## src/rtl/uart_rx_pkg.sv

```systemverilog
// Shared definitions for the UART receive front end: phase encoding,
// the default oversampling ratio and the 2-of-3 majority vote.
package uart_rx_pkg;

    typedef enum logic [1:0] {
        HUNT   = 2'd0,
        VERIFY = 2'd1,
        RUN    = 2'd2
    } phase_t;

    localparam int DEFAULT_CLOCKS_PER_BIT = 16;

    function automatic logic majority3(input logic a, input logic b, input logic c);
        return (a & b) | (a & c) | (b & c);
    endfunction

endpackage

```

## src/rtl/rx_synchronizer.sv

```systemverilog
// Two-flop synchroniser for the asynchronous serial line. Both flops reset
// to 1 so that an idle (high) line never looks like a start edge after reset.
module rx_synchronizer (
    input  logic clk,
    input  logic reset,
    input  logic d,
    output logic q
);

    logic s1;
    logic s2;

    // Metastability filter: s1 may go metastable, s2 is the usable copy.
    always_ff @(posedge clk) begin
        if (reset) begin
            s1 <= 1'b1;
            s2 <= 1'b1;
        end else begin
            s1 <= d;
            s2 <= s1;
        end
    end

    assign q = s2;

endmodule

```

## src/rtl/rx_sampler.sv

```systemverilog
// UART receive front end: synchronises serial_in, hunts for the start-bit
// falling edge, times bit periods and majority-votes three mid-bit samples.
// Optional build macro RX_FALSE_START_REJECT_EN adds a VERIFY phase that
// votes on the start bit and drops glitches before announcing a start.
module rx_sampler
    import uart_rx_pkg::*;
#(
    parameter int CLOCKS_PER_BIT = DEFAULT_CLOCKS_PER_BIT
) (
    input  logic clk,
    input  logic reset,
    input  logic serial_in,
    input  logic rx_idle,
    output logic start_detected,
    output logic sampling_strobe,
    output logic sampled_bit,
    output logic serial_sync
);

    localparam int CW  = $clog2(CLOCKS_PER_BIT);
    localparam int MID = CLOCKS_PER_BIT / 2;

    localparam logic [CW-1:0] CNT_LAST = CW'(CLOCKS_PER_BIT - 1);
    localparam logic [CW-1:0] CNT_SA   = CW'(MID - 1);
    localparam logic [CW-1:0] CNT_SB   = CW'(MID);
    localparam logic [CW-1:0] CNT_SC   = CW'(MID + 1);

    if (CLOCKS_PER_BIT < 8 || (CLOCKS_PER_BIT % 2) != 0) begin : g_bad_cfg
        $error("rx_sampler: CLOCKS_PER_BIT must be even and >= 8");
    end

    logic          sync_q;
    logic          s3;
    logic          fall_edge;
    phase_t        phase;
    phase_t        phase_nxt;
    logic [CW-1:0] cnt;
    logic [CW-1:0] cnt_nxt;
    logic [CW-1:0] cnt_inc;
    logic          start_q;
    logic          start_nxt;
    logic [1:0]    samp;
    logic          vote;

    rx_synchronizer u_sync (
        .clk   (clk),
        .reset (reset),
        .d     (serial_in),
        .q     (sync_q)
    );

    assign serial_sync = sync_q;
    assign fall_edge   = s3 & ~sync_q;
    assign cnt_inc     = (cnt == CNT_LAST) ? '0 : cnt + 1'b1;
    // Third sample is taken live from the synchroniser in the cnt = MID+1 cycle.
    assign vote        = majority3(samp[1], samp[0], sync_q);

    // State register: phase, bit counter, start pulse and edge history.
    always_ff @(posedge clk) begin
        if (reset) begin
            phase   <= HUNT;
            cnt     <= '0;
            start_q <= 1'b0;
            s3      <= 1'b1;
        end else begin
            phase   <= phase_nxt;
            cnt     <= cnt_nxt;
            start_q <= start_nxt;
            s3      <= sync_q;
        end
    end

    // Next-state logic: edge hunt, optional start verification, bit timing.
    always_comb begin
        phase_nxt = phase;
        cnt_nxt   = cnt;
        start_nxt = 1'b0;
        case (phase)
            HUNT: begin
                cnt_nxt = '0;
                if (fall_edge && rx_idle) begin
`ifdef RX_FALSE_START_REJECT_EN
                    phase_nxt = VERIFY;
`else
                    phase_nxt = RUN;
                    start_nxt = 1'b1;
`endif
                end
            end
`ifdef RX_FALSE_START_REJECT_EN
            VERIFY: begin
                cnt_nxt = cnt_inc;
                if (cnt == CNT_SC) begin
                    if (!vote) begin
                        // Genuine start bit: keep counting so strobes stay edge-aligned.
                        phase_nxt = RUN;
                        start_nxt = 1'b1;
                    end else begin
                        phase_nxt = HUNT;
                        cnt_nxt   = '0;
                    end
                end
            end
`endif
            RUN: begin
                // The start_q cycle is the first RUN cycle; the parent FSM is
                // still in IDLE then, so rx_idle is ignored for that one cycle.
                if (rx_idle && !start_q) begin
                    phase_nxt = HUNT;
                    cnt_nxt   = '0;
                end else begin
                    cnt_nxt = cnt_inc;
                end
            end
            default: begin
                phase_nxt = HUNT;
                cnt_nxt   = '0;
            end
        endcase
    end

    // Output decode; reset masks the pulses in the cycle it is asserted.
    always_comb begin
        start_detected  = start_q & ~reset;
        sampling_strobe = (phase == RUN) && (cnt == CNT_LAST) && !reset;
    end

    // Mid-bit sampling and majority vote, held until the next bit's vote.
    always_ff @(posedge clk) begin
        if (reset) begin
            samp        <= 2'b11;
            sampled_bit <= 1'b1;
        end else if (phase != HUNT) begin
            if (cnt == CNT_SA) samp[1] <= sync_q;
            if (cnt == CNT_SB) samp[0] <= sync_q;
            if (cnt == CNT_SC) sampled_bit <= vote;
        end
    end

endmodule

```

## config.mk

```make
export PLATFORM = sky130hd
export DESIGN_NAME = rx_sampler
export DESIGN_NICKNAME = d
export VERILOG_FILES = /design/src/rtl/uart_rx_pkg.sv /design/src/rtl/rx_synchronizer.sv /design/src/rtl/rx_sampler.sv
export SDC_FILE = /design/constraint.sdc
export NUM_CORES = 1
export LEC_CHECK = 0
export CORE_AREA = 4 4 41 43
export CTS_CLUSTER_DIAMETER = 100
export CTS_CLUSTER_SIZE = 25
export DETAILED_ROUTE_END_ITERATION = 12
export DIE_AREA = 0 0 45 47
export GPL_TIMING_DRIVEN = 0
export HOLD_SLACK_MARGIN = 0.1
export PLACE_DENSITY = 0.61
export SLEW_MARGIN = 30
export SYNTH_ARGS = -nofsm -noshare
export SYNTH_HDL_FRONTEND = slang
export SYNTH_SLANG_ARGS = --single-unit
```

## constraint.sdc

```tcl
create_clock -name clk -period 3.1 [get_ports clk]
set_clock_uncertainty 0.1 [all_clocks]
set_input_delay 0.31 -clock clk [delete_from_list [all_inputs] [get_ports clk]]
set_output_delay 0.31 -clock clk [all_outputs]
set_load 0.005 [all_outputs]
```

==> impl_metrics.ini <==
[critical_path]
cp.required_ns = 2.69
end_kind = output port
critPathKind = flip-flop to output port
critPathLaunchType = flip-flop
critical-path-top-delay-family = buffers and inverters
cp.arrival_ns = 1.74
critPathMaxStageDelay_ns = 0.51
worstPathCellList = ha_1 > nand4_1 > nor2_1 > clkdlybuf4s50_1
worstPathMaxFanout = 6
path_buf_inv = 1
cpMaxStageDelayCell = clkdlybuf4s50_1

[place]
place_ws_ns = 1.155
dpl_cell_area_um2 = 594.3
routabilityCongestion = 0.7006
hpwl_um = 603
port_buffers = 7
placed_cells_incl_taps = 73

[synth]
netlist_area_um2 = 505.5
synthTopCellsByCount = dfxtp_1, nor2_1
syn_avg_cell_area_um2 = 9.911
yosys_most_used_dff = dfxtp_1
yosysMostFrequentCell = dfxtp_1
syn_nets = 58
yosys.area.top_type = dfxtp_1
ys_types = 23
synth_area_leaders = dfxtp_1, ha_1, nand4b_1, nor2_1, a211o_1
synth_top_area_share_pct = 47.52
async_flop_share_pct = 0
syn-instance-count = 51
ys_warn_count = 0
seq_area_frac_synth_pct = 47.52
synth-edff-count = 0
synth-seq-cells = 12

[timing]
min_period_ns = 2.148
slew_viol_final = 0
setup_violations = 0
tightest_slew_ns = 0.2848
hold_viol_final = 0
fin_ws_ns = 0.9523
max_freq_ghz = 0.4656
rsz0062_at_grt = no
fin_crit_sh_pct = 69.28
maxSlewHeadroom_pct = 80.95
setup_tns_ns = 0

[floorplan]
rows = 13
die-height_um = 47
start_util_pct = 38.85
design.core.area_um2 = 1301
io_pins = 8
die_x_um = 45
dieArea_um2 = 2115

[cts]
cts_root_buffer = clkbuf_4
clk_pin_slew_ns = 0.08
ctsResizeCount = 0
cts_buffers = 3
cts_tree = yes
insertion_delay_ns = 0.27
cts_num_sinks = 12
htreeDepth = 1
cts_hold_buf = 0
postCtsSetupBuffers = 0
clk_path_buf_depth = 2

[cells_and_area]
fillers = 133
n_antenna_cell = 0
final_nets = 70
syn2layout_area_growth_pct = 24.75
design_area_um2 = 630.6
drive_above_1_share_pct = 19.35
stdcell_count = 77

[global_routing]
overflow = 0
grt_first_pass_wirelength_um = 1462
grt_max_degree = 10
grt_pass1_vias = 340
antenna_found_initial = 0
grt_usage_pct = 9.793

[power]
power.switching_uw = 57.32
p_seq_share_pct = 54.2
p_leak_uw = 0.0002278
ir_drop_mv = 0.2253
clkPwrFrac_pct = 42.3
power.density_nw_per_um2 = 461.8
pwr-share-comb_pct = 3.6
switching_share_pct = 19.68
p_total_uw = 291.2
internal-power_uw = 233.9

[worst_hold_path]
min_path_type = flip-flop to flip-flop

[drt]
via_per_inst = 5.052
firstDrtPassIters = 2
routed_wl_um = 834
wire_per_inst_um = 10.83
drtIter0Drc = 4
drc = 0
vias = 389
ant_nets = 0

[flow_run]
cap_violations = 0

[run_status]
status = finished clean
==> routing by layer <==
metal / up-vias / global-route usage (%) / wire length [µm]
met5: - / 0 / 0
met4: 0 / 5.263 / 9
met3: 2 / 4.981 / 46
met2: 7 / 12.15 / 341
met1: 175 / 13.49 / 436
li1: 205 / - / -
==> flip-flops by register name, summed over array words and instances (netlist names) <==
| register | flops |
|---|---|
| cnt | 4 |
| phase | 1 |
| s3 | 1 |
| samp | 2 |
| sampled_bit | 1 |
| start_q | 1 |
| u_sync.q | 1 |
| u_sync.s1 | 1 |
==> area by class of cell <==
cell class | count | area [µm²] | share of cell area [%]
flip-flops and latches | 12 | 240.2 | 38.10
multi-input cells | 33 | 235.2 | 37.30
repair buffers | 7 | 70.07 | 11.11
clock buffers | 4 | 36.28 | 5.754
inverters | 5 | 18.77 | 2.976
well taps | 15 | 18.77 | 2.976
plain buffers | 1 | 11.26 | 1.786
==> stage by stage <==
stage	util, %	hold slack [ns]
finish	48.46	0.3091
global route	48.46	0.3242
CTS	48.46	0.3095
detailed placement	45.67	0.2965
global placement	45.67	0.2910
floorplan	-	0.2895
==> cell usage in the layout (no fill, tap or decap), drive strengths merged <==
master         synthesis  layout
dfxtp                 12      12
clkdlybuf4s50          0       7
nor2                   5       5
inv                    5       5
a21oi                  4       4
clkbuf                 0       4
nand4b                 3       3
ha                     3       3
or2                    3       3
a311oi                 2       2
o31ai                  2       2
a211o                  2       2
buf                    1       1
nand4                  1       1
nor2b                  1       1
nand2b                 1       1
nand3b                 1       1
or4                    1       1
o21ai                  1       1
nand2                  1       1
nor3                   1       1
xnor2                  1       1
==> power groups by stage <==
stage | Sequential, µW | Clock, µW | Combinational, µW
2_1_floorplan | 161 | 0 | 3.49
3_5_place_dp | 161 | 0 | 10.4
5_1_grt | 158 | 140 | 11.3
3_3_place_gp | 161 | 0 | 10.4
4_1_cts | 158 | 130 | 10.5
6_report | 158 | 123 | 10.4
==> logic make-up after synthesis <==
| family | after synthesis | share of synthesized area (%) |
|---|---|---|
| AOI/OAI and AO/OA | 11 | 15.59 |
| DFF | 12 | 47.52 |
| buffers and inverters | 6 | 5.941 |
| and+or+nand+nor | 18 | 21.79 |
| adders and majority gates | 3 | 7.427 |
| xor gates and xnor gates | 1 | 1.733 |
==> worst paths after layout <==
check | start | endpoint | slack, ns | cells past startpoint
max | cnt[0]$_SDFF_PP0_ | sampling_strobe | 0.95 | 4
min | u_sync.s1$_SDFF_PP1_ | u_sync.q$_SDFF_PP1_ | 0.31 | 1
max reg2reg | cnt[0]$_SDFF_PP0_ | samp[1]$_SDFFE_PP1P_ | 1.68 | 3
min reg2reg | u_sync.s1$_SDFF_PP1_ | u_sync.q$_SDFF_PP1_ | 0.31 | 1
Power figures use the tool's default switching activity.
